**src/rtl/data_ram_periph_pkg.sv**
```systemverilog
// Shared definitions for the data-RAM peripheral: register offsets and helpers
// used by the register file and the display scanner.
package data_ram_periph_pkg;

  localparam logic [15:0] SCRATCH0_OFF  = 16'h0000;
  localparam logic [15:0] SCRATCH1_OFF  = 16'h0004;
  localparam logic [15:0] TIMER_OFF     = 16'hE000;
  localparam logic [15:0] LED_OFF       = 16'hF000;
  localparam logic [15:0] NUM_OFF       = 16'hF010;
  localparam logic [15:0] SWITCH_OFF    = 16'hF020;
  localparam logic [15:0] SIMU_FLAG_OFF = 16'hF030;

  // Segment order is {g,f,e,d,c,b,a}, active-high.
  function automatic logic [6:0] hex7seg(input logic [3:0] h);
    logic [6:0] s;
    case (h)
      4'h0: s = 7'h3F;  4'h1: s = 7'h06;  4'h2: s = 7'h5B;  4'h3: s = 7'h4F;
      4'h4: s = 7'h66;  4'h5: s = 7'h6D;  4'h6: s = 7'h7D;  4'h7: s = 7'h07;
      4'h8: s = 7'h7F;  4'h9: s = 7'h6F;  4'hA: s = 7'h77;  4'hB: s = 7'h7C;
      4'hC: s = 7'h39;  4'hD: s = 7'h5E;  4'hE: s = 7'h79;  default: s = 7'h71;
    endcase
    return s;
  endfunction

  function automatic logic [31:0] byte_merge(input logic [31:0] old_v,
                                             input logic [31:0] wdata,
                                             input logic [3:0]  wen);
    logic [31:0] r;
    for (int i = 0; i < 4; i++) begin
      r[8*i +: 8] = wen[i] ? wdata[8*i +: 8] : old_v[8*i +: 8];
    end
    return r;
  endfunction

endpackage

```
**src/rtl/data_ram_periph_seg7_scan.sv**
```systemverilog
// Scanned 8-digit 7-segment driver: one digit slot every SCAN_DIV cycles,
// registered active-low digit select and active-high segments.
module seg7_scan
  import data_ram_periph_pkg::*;
#(
  parameter int SCAN_DIV = 1000
) (
  input  logic        clk,
  input  logic        reset,
  input  logic [31:0] num_i,
  output logic [7:0]  an_o,
  output logic [6:0]  seg_o
);

  localparam int CW = (SCAN_DIV > 2) ? $clog2(SCAN_DIV) : 1;

  logic [CW-1:0] div_q, div_d;
  logic [2:0]    dig_q, dig_d;
  logic [7:0]    an_q;
  logic [6:0]    seg_q;
  logic          tc;

  always_comb begin
    tc    = (div_q == CW'(SCAN_DIV - 1));
    div_d = tc ? '0 : div_q + 1'b1;
    dig_d = tc ? dig_q + 3'd1 : dig_q;
  end

  // Segments track NUM every cycle so a NUM write shows on the current digit next cycle.
  always_ff @(posedge clk or posedge reset) begin
    if (reset) begin
      div_q <= '0;
      dig_q <= 3'd0;
      an_q  <= 8'hFE;
      seg_q <= 7'h3F;
    end else begin
      div_q <= div_d;
      dig_q <= dig_d;
      an_q  <= ~(8'b1 << dig_d);
      seg_q <= hex7seg(num_i[{dig_d, 2'b00} +: 4]);
    end
  end

  assign an_o  = an_q;
  assign seg_o = seg_q;

endmodule

```
**src/rtl/data_ram_periph.sv**
```systemverilog
// Memory-mapped responder on the CPU data-RAM port: scratch, LED, NUM display,
// switch input, free-running timer and simulation flag, 1-cycle read latency.
module data_ram_periph
  import data_ram_periph_pkg::*;
#(
  parameter int SCAN_DIV = 1000,
  parameter bit SIMU     = 1'b0
) (
  input  logic        clk,
  input  logic        reset,
  input  logic        data_ram_en,
  input  logic [3:0]  data_ram_w_en_4bit,
  input  logic [31:0] data_ram_addr,
  input  logic [31:0] data_ram_w_data,
  output logic [31:0] data_ram_r_data,
  input  logic [7:0]  switch,
  output logic [15:0] led,
  output logic [7:0]  num_an,
  output logic [6:0]  num_seg
);

  logic [31:0] scratch0_q, scratch0_d, scratch1_q, scratch1_d;
  logic [31:0] timer_q, timer_d, num_q, num_d, rdata_q, rdata_d;
  logic [15:0] led_q, led_d;
  logic [7:0]  sw_meta_q, sw_sync_q;
  logic [15:0] off;
  logic        wr;
  logic        addr_unused;

  assign off         = {data_ram_addr[15:2], 2'b00};
  assign addr_unused = ^{data_ram_addr[31:16], data_ram_addr[1:0]};
  assign wr          = data_ram_en && (data_ram_w_en_4bit != 4'b0000);

  always_comb begin
    scratch0_d = scratch0_q;
    scratch1_d = scratch1_q;
    timer_d    = timer_q + 32'd1;
    led_d      = led_q;
    num_d      = num_q;
    if (wr) begin
      case (off)
        SCRATCH0_OFF: scratch0_d = byte_merge(scratch0_q, data_ram_w_data, data_ram_w_en_4bit);
        SCRATCH1_OFF: scratch1_d = byte_merge(scratch1_q, data_ram_w_data, data_ram_w_en_4bit);
        TIMER_OFF:    timer_d    = byte_merge(timer_q, data_ram_w_data, data_ram_w_en_4bit);
        NUM_OFF:      num_d      = byte_merge(num_q, data_ram_w_data, data_ram_w_en_4bit);
        LED_OFF: begin
          led_d[15:8] = data_ram_w_en_4bit[1] ? data_ram_w_data[15:8] : led_q[15:8];
          led_d[7:0]  = data_ram_w_en_4bit[0] ? data_ram_w_data[7:0]  : led_q[7:0];
        end
        default: ;
      endcase
    end
  end

  // Read mux sees pre-edge register values, giving read-before-write.
  always_comb begin
    rdata_d = rdata_q;
    if (data_ram_en) begin
      case (off)
        SCRATCH0_OFF:  rdata_d = scratch0_q;
        SCRATCH1_OFF:  rdata_d = scratch1_q;
        TIMER_OFF:     rdata_d = timer_q;
        LED_OFF:       rdata_d = {16'h0000, led_q};
        NUM_OFF:       rdata_d = num_q;
        SWITCH_OFF:    rdata_d = {24'h000000, sw_sync_q};
        SIMU_FLAG_OFF: rdata_d = {31'd0, SIMU};
        default:       rdata_d = 32'd0;
      endcase
    end
  end

  always_ff @(posedge clk or posedge reset) begin
    if (reset) begin
      scratch0_q <= '0;
      scratch1_q <= '0;
      timer_q    <= '0;
      led_q      <= '0;
      num_q      <= '0;
      rdata_q    <= '0;
      sw_meta_q  <= '0;
      sw_sync_q  <= '0;
    end else begin
      scratch0_q <= scratch0_d;
      scratch1_q <= scratch1_d;
      timer_q    <= timer_d;
      led_q      <= led_d;
      num_q      <= num_d;
      rdata_q    <= rdata_d;
      sw_meta_q  <= switch;
      sw_sync_q  <= sw_meta_q;
    end
  end

  seg7_scan #(.SCAN_DIV(SCAN_DIV)) u_scan (
    .clk   (clk),
    .reset (reset),
    .num_i (num_q),
    .an_o  (num_an),
    .seg_o (num_seg)
  );

  assign data_ram_r_data = rdata_q;
  assign led             = led_q;

endmodule

```
**config.mk**
```make
export PLATFORM = sky130hd
export DESIGN_NAME = data_ram_periph
export DESIGN_NICKNAME = d
export VERILOG_FILES = /design/src/rtl/data_ram_periph_pkg.sv /design/src/rtl/data_ram_periph_seg7_scan.sv /design/src/rtl/data_ram_periph.sv
export SDC_FILE = /design/constraint.sdc
export NUM_CORES = 1
export LEC_CHECK = 0
export ABC_AREA = 0
export BUFFER_PORTS_ARGS = -buffer_cell sky130_fd_sc_hd__buf_2
export CORE_MARGIN = 2
export CORE_UTILIZATION = 62
export DETAILED_ROUTE_END_ITERATION = 12
export PLACE_DENSITY = 0.85
export REMOVE_ABC_BUFFERS = 1
export SETUP_SLACK_MARGIN = 0.2
export SYNTH_ARGS = -nofsm -noshare
export SYNTH_HDL_FRONTEND = slang
export SYNTH_SLANG_ARGS = --single-unit
```
**constraint.sdc**
```tcl
create_clock -name clk -period 17.6 [get_ports clk]
set_input_delay 2.64 -clock clk [delete_from_list [all_inputs] [get_ports clk]]
set_output_delay 2.64 -clock clk [all_outputs]
set_load 0.05 [all_outputs]
```
==> results.cfg, run 1 <==
[setup_path]
critical_path.cell_chain = buf_2 > or3_4 > nor2_1 > nand3_1 > nor2_1 > nor3_1 > a21oi_1 > nor2_1
worst_path_max_delay_cell = nor2_1
start_kind = input port
crit_arrival_ns = 5.31
cpLargestDelayFamily = simple AND/OR/NAND/NOR gates
cpPeakStageDelay_ns = 0.75
end_kind = register
r2r_cells = 10
path_buf_inv = 1
criticalPathCategory = in -> reg
crit_required_ns = 17.99
crit_top_cell = nor2_1
cp_max_fo = 25
cp_num_cells = 8

[final_layout]
fin_area_um2 = 11900
fill_cells = 1115
num_antenna_cells = 0
area_growth_pct = 14.1
final_nets = 1074
drive_gt1_frac = 0.334

[clocking]
cts_setup_buffers = 0
cts.repair.resized = 0
clockRootBuffer = clkbuf_16
clkLatencyLatePin_ns = 0.51
cts_tree = done
path_clk_slew_ns = 0.06
cts_sinks = 220
htree_levels = 1
clk_path_buf_depth = 3
ctsHoldBuffers = 0
cts_buffers = 23

[synthesis]
yosysTopAreaCell = dfrtp_1
synth_area_um2 = 10400
yosys-top-cells-area = dfrtp_1, mux2_2, a22oi_1
synth_flop_cell = dfrtp_1
ys_seq_elements = 220
synth-edff-count = 0
async_flop_share = 1.00
seq_area_frac_synth = 0.531
yosysTopAreaCellShare = 0.498
yosys_warnings = 0
postSynthCellCount = 884
yosys.cell_types.count = 61
avgSynthCellArea_um2 = 11.8

[floorplan]
die_area_um2 = 17800
core_area_um2 = 16500
pin_count = 142
die_w_um = 133
die_y_um = 133
num_rows = 47
start_util = 0.631

[global_routing]
antenna_found_initial = 0
grt_use_total = 0.288
grt_pass1_vias = 7719
gr-total-overflow = 0
grt_max_degree = 140
grt_pass1_wl_um = 40900

[drt]
drc = 0
drtIter0Drc = 828
wl_um = 25500
drtAntennaViolNets = 0
vias = 8042
routedWlPerCell_um = 20.9
dr.pass1.iters = 5
viasPerCell = 6.59

[power_and_ir_drop]
comb_power_share = 0.059
p_per_area_nw_per_um2 = 92.5
vdd_ir_drop_max_uv = 71.1
internal_power_mw = 0.841
switching_share = 0.233
clkPwrFrac = 0.457
leakage_nw = 5.44
seqPwrFrac = 0.484
p_switching_mw = 0.256

[place]
gp_congestion = 0.919
portBuffers = 123
placed_area_um2 = 11100
dp_hpwl_um = 16500

[timing]
rsz0062_at_grt = no
slew_violations = 0
slew_headroom = 0.305
setup_viol = 0
finClkSkew_ns = 0.0125
finalCriticalPeriod_ns = 4.91
fin_crit_sh = 0.279
worstMarginPinSlew_ns = 1.04
hold_viol = 0
fin_tns_setup_ns = 0
maxClockFrequency_mhz = 204

[hold_path]
hold_class = reg -> reg
holdPathStages = 0

[run_status]
outcome = finished, final reports clean

[run]
drv_cap = 0
-- power by group through the flow --
stage | Sequential, mW | Combinational (mW) | Clock [mW]
finish | 0.531 | 0.0648 | 0.501
global route | 0.533 | 0.0707 | 0.529
CTS | 0.531 | 0.0652 | 0.505
detailed placement | 0.540 | 0.0647 | 0
global placement | 0.539 | 0.0640 | 0
floorplan | 0.555 | 0.0206 | 0
-- worst paths after layout --
check / startpoint / end / slack (ns)
worst max-delay path: data_ram_addr[11] / timer_q[9] / 12.69
worst max register to register: u_scan.dig_q[1] / u_scan.seg_o[3] / 14.17
worst min-delay path: sw_meta_q[2] / sw_sync_q[2] / 0.35
max in group asynchronous: reset / timer_q[27] / 13.60
worst min register to register: sw_meta_q[2] / sw_sync_q[2] / 0.35
min in group asynchronous: reset / data_ram_r_data[2] / 2.29
-- sequential cells by signal, summed over array words and instances, names as in the netlist, 7 cells and up --
name	count
data_ram_r_data	32
num_q	32
scratch0_q	32
scratch1_q	32
timer_q	32
led	16
u_scan.div_q	10
sw_meta_q	8
sw_sync_q	8
u_scan.an_o	8
u_scan.seg_o	7
-- routing by layer --
layer / vias up / wire [µm] / GRT usage
met1: 4055 / 10300 / 0.398
li1: 3531 / - / -
met2: 380 / 12300 / 0.464
met4: 0 / 770 / 0.0999
met3: 76 / 2170 / 0.0556
met5: - / 0 / 0
-- placed cells by master, fill, tap and decap left out, types with 3 or more instances in the layout --
master,netlist,routed
and2_1,4,4
o21ai_0,24,24
a211o_1,3,3
mux2_2,115,115
nor3_2,3,3
inv_1,16,15
a21oi_1,25,25
buf_4,13,9
and3_1,20,20
a22oi_1,52,52
nand2_1,48,48
nor2_1,89,88
nand3_1,28,28
a211oi_1,14,14
clkbuf_1,16,7
a22o_1,8,8
a221oi_1,16,16
o221a_2,5,5
mux4_2,16,16
nand4_1,12,12
bufinv_16,0,3
buf_2,25,123
a31oi_1,26,26
a311oi_1,5,5
xnor2_1,5,5
xor2_1,4,4
mux2i_1,5,5
dfrtp_1,207,207
clkbuf_16,0,23
or3_1,7,7
ha_1,10,10
o41ai_1,3,3
dfstp_2,13,13
o211ai_1,3,3
nor3_1,6,6
clkbuf_8,0,5
-- kinds of logic (layout without fill, tap and decap cells) --
logic type               after synthesis  count (layout)  share of synthesized area
AO/OA/AOI/OAI                        193             193                      0.131
adder cells (fa/ha/maj)               10              10                     0.0120
XOR/XNOR                               9               9                    0.00758
buffers and inverters                 73             190                     0.0341
multiplexers                         136             136                      0.164
AND/OR/NAND/NOR                      243             243                      0.120
flip-flops                           220             220                      0.531
-- stage by stage --
stage	cells	hold slack, ns	utilization	total power, mW	worst slack, ns
6_report	1221	0.350	0.720	1.10	12.69
5_1_grt	1221	0.363	0.720	1.13	12.44
4_1_cts	1221	0.351	0.720	1.10	12.74
3_5_place_dp	1180	0.337	0.673	0.604	12.23
3_3_place_gp	1180	0.332	0.673	0.603	12.25
2_1_floorplan	828	0.331	-	0.575	8.96
-- synthesized netlist by cell type (all sizes together) (3+ instances only) --
cell type / count
mux2: 115
and3: 20
nor4: 6
xnor2: 5
or3: 8
nand2: 49
a21oi: 25
and2: 5
o211ai: 3
a22o: 8
xor2: 4
o21ai: 24
nand3: 30
mux2i: 5
o221a: 5
mux4: 16
a211o: 3
a22oi: 52
dfrtp: 207
a211oi: 14
a311oi: 5
ha: 10
o41ai: 3
clkbuf: 16
buf: 40
dfstp: 13
nand4: 13
nor2: 91
inv: 16
nor3: 9
a31oi: 26
a221oi: 16
-- area by class of cell --
cell class / count / area (µm²) / share of cell area
Multi-Input combinational cell: 591 / 4520 / 0.382
Clock buffer: 35 / 671 / 0.0566
Tap cell: 220 / 275 / 0.0232
Clock inverter: 6 / 108 / 0.00908
Sequential cell: 220 / 5520 / 0.466
Timing Repair Buffer: 132 / 683 / 0.0576
Inverter: 17 / 71.3 / 0.00602
No activity file was read; power rests on OpenSTA's default activity.
==> run 2, diff against run 1 <==
--- a/config.mk
+++ b/config.mk
@@ -8,9 +8,9 @@
 export ABC_AREA = 0
 export BUFFER_PORTS_ARGS = -buffer_cell sky130_fd_sc_hd__buf_2
 export CORE_MARGIN = 2
-export CORE_UTILIZATION = 62
+export CORE_UTILIZATION = 58
 export DETAILED_ROUTE_END_ITERATION = 12
-export PLACE_DENSITY = 0.85
+export PLACE_DENSITY = 0.8
 export REMOVE_ABC_BUFFERS = 1
 export SETUP_SLACK_MARGIN = 0.2
 export SYNTH_ARGS = -nofsm -noshare
==> constraint.sdc (replaced) <==
create_clock -name clk -period 4.8 [get_ports clk]
set_input_delay 0.72 -clock clk [delete_from_list [all_inputs] [get_ports clk]]
set_output_delay 0.72 -clock clk [all_outputs]
set_load 0.05 [all_outputs]
==> results.cfg, run 2 (synthesis results as in run 1) <==
[run_status]
outcome = finished, final reports clean

[setup_path]
crit_required_ns = 5.20
end_kind = register
criticalPathCategory = reg -> reg
path_buf_inv = 2
cpPeakStageDelay_ns = 0.71
worst_path_max_delay_cell = ha_1
cpLargestDelayFamily = adder cells
crit_arrival_ns = 3.75
critical_path.cell_chain = ha_1 > mux4_2 > nand2_1 > a21oi_1 > nor2_1 > inv_1 > ha_1 > inv_1 > mux2i_1 > a22oi_1
cp_max_fo = 13
start_kind = register

[final_layout]
mostFrequentLayoutCells = dfrtp_1, buf_2, mux2_2
final_nets = 1076
fin_area_um2 = 11900
drive_gt1_frac = 0.337
fin_cells = 1228
num_antenna_cells = 0
area_growth_pct = 14.2
layout_commonest_cell = dfrtp_1

[floorplan]
num_rows = 48
die_y_um = 138
core_area_um2 = 17400
die_area_um2 = 19000
pin_count = 142
start_util = 0.597
die_w_um = 138

[drt]
drtAntennaViolNets = 0
dr.pass1.iters = 5
drc = 0
vias = 7814
drtIter0Drc = 601
routedWlPerCell_um = 20.5
viasPerCell = 6.36
wl_um = 25200

[timing]
fin_crit_sh = 0.699
finClkSkew_ns = 0.00707
rsz0062_at_grt = no
worstMarginPinSlew_ns = 1.04
slew_headroom = 0.309
maxClockFrequency_mhz = 298
slew_violations = 0
hold_viol = 0
setup_viol = 0
finalCriticalPeriod_ns = 3.36
hold_ws_ns = 0.316

[power_and_ir_drop]
p_per_area_nw_per_um2 = 336
vdd_ir_drop_max_uv = 283
power_mw = 3.98
leakage_nw = 5.46

[clocking]
cts.repair.resized = 0
clk_path_buf_depth = 3
path_clk_slew_ns = 0.06
ctsHoldBuffers = 0
cts_sinks = 220
clockRootBuffer = clkbuf_16
cts_tree = done
cts_buffers = 23
htree_levels = 1
cts_setup_buffers = 0
clkLatencyLatePin_ns = 0.51

[hold_path]
hold_class = in -> reg

[global_routing]
grt_pass1_vias = 7769
grt_use_total = 0.276
grt_max_degree = 148
gr-total-overflow = 0
grt_pass1_wl_um = 40700
antenna_found_initial = 1

[place]
portBuffers = 123
placed_area_um2 = 11100
dp.cells = 1187
dp_hpwl_um = 16700
gp_congestion = 0.894

[run]
drv_cap = 0
-- run 2: through the flow --
| stage | TNS (ns) | util | worst slack (ns) |
|---|---|---|---|
| global placement | 0 | 0.638 | 1.29 |
| CTS | 0 | 0.682 | 1.45 |
| detailed placement | 0 | 0.638 | 1.27 |
| floorplan | -400.33 | - | -1.92 |
| global route | 0 | 0.682 | 1.23 |
| finish | 0 | 0.682 | 1.44 |
-- run 2: final cells by class --
type / instances / area, µm²
Fill cell: 1305 / 5550
Sequential cell: 220 / 5520
Multi-Input combinational cell: 591 / 4520
Timing Repair Buffer: 134 / 711
Clock buffer: 34 / 677
Tap cell: 225 / 282
Clock inverter: 7 / 85.1
Inverter: 17 / 71.3
-- run 2: where the power goes --
| part | switching [mW] | internal [mW] | total [mW] | leakage, nW |
|---|---|---|---|---|
| combinational | 0.175 | 0.0640 | 0.239 | 2.20 |
| clock | 0.716 | 1.08 | 1.80 | 0.380 |
| sequential | 0.0475 | 1.90 | 1.95 | 2.88 |
| total | 0.938 | 3.04 | 3.98 | 5.46 |
-- run 2: worst register-to-register path, stage by stage, from the launching register on --
cell and delay [ns]:
dfrtp_1 0.57, ha_1 0.72, mux4_2 0.39, nand2_1 0.08
a21oi_1 0.06, nor2_1 0.48, inv_1 0.18, ha_1 0.33
inv_1 0.08, mux2i_1 0.07, a22oi_1 0.29
-- run 2: path summary, 6_finish.rpt --
path	from	end	slack, ns	depth (start not counted)
worst max-delay path	u_scan.dig_q[1]	u_scan.seg_o[1]	1.44	10
worst min-delay path	switch[1]	sw_meta_q[1]	0.32	1
worst max register to register	u_scan.dig_q[1]	u_scan.seg_o[1]	1.44	10
worst min register to register	sw_meta_q[3]	sw_sync_q[3]	0.35	0
max in group asynchronous	reset	u_scan.seg_o[2]	3.47	3
min in group asynchronous	reset	sw_meta_q[4]	0.40	2
-- run 2: metal layers --
metal | wire length (µm) | vias up | GRT usage
met1 | 10500 | 3929 | 0.380
met2 | 12100 | 317 | 0.447
li1 | - | 3514 | -
met5 | 13 | - | 0
met3 | 1930 | 52 | 0.0501
met4 | 666 | 2 | 0.0896
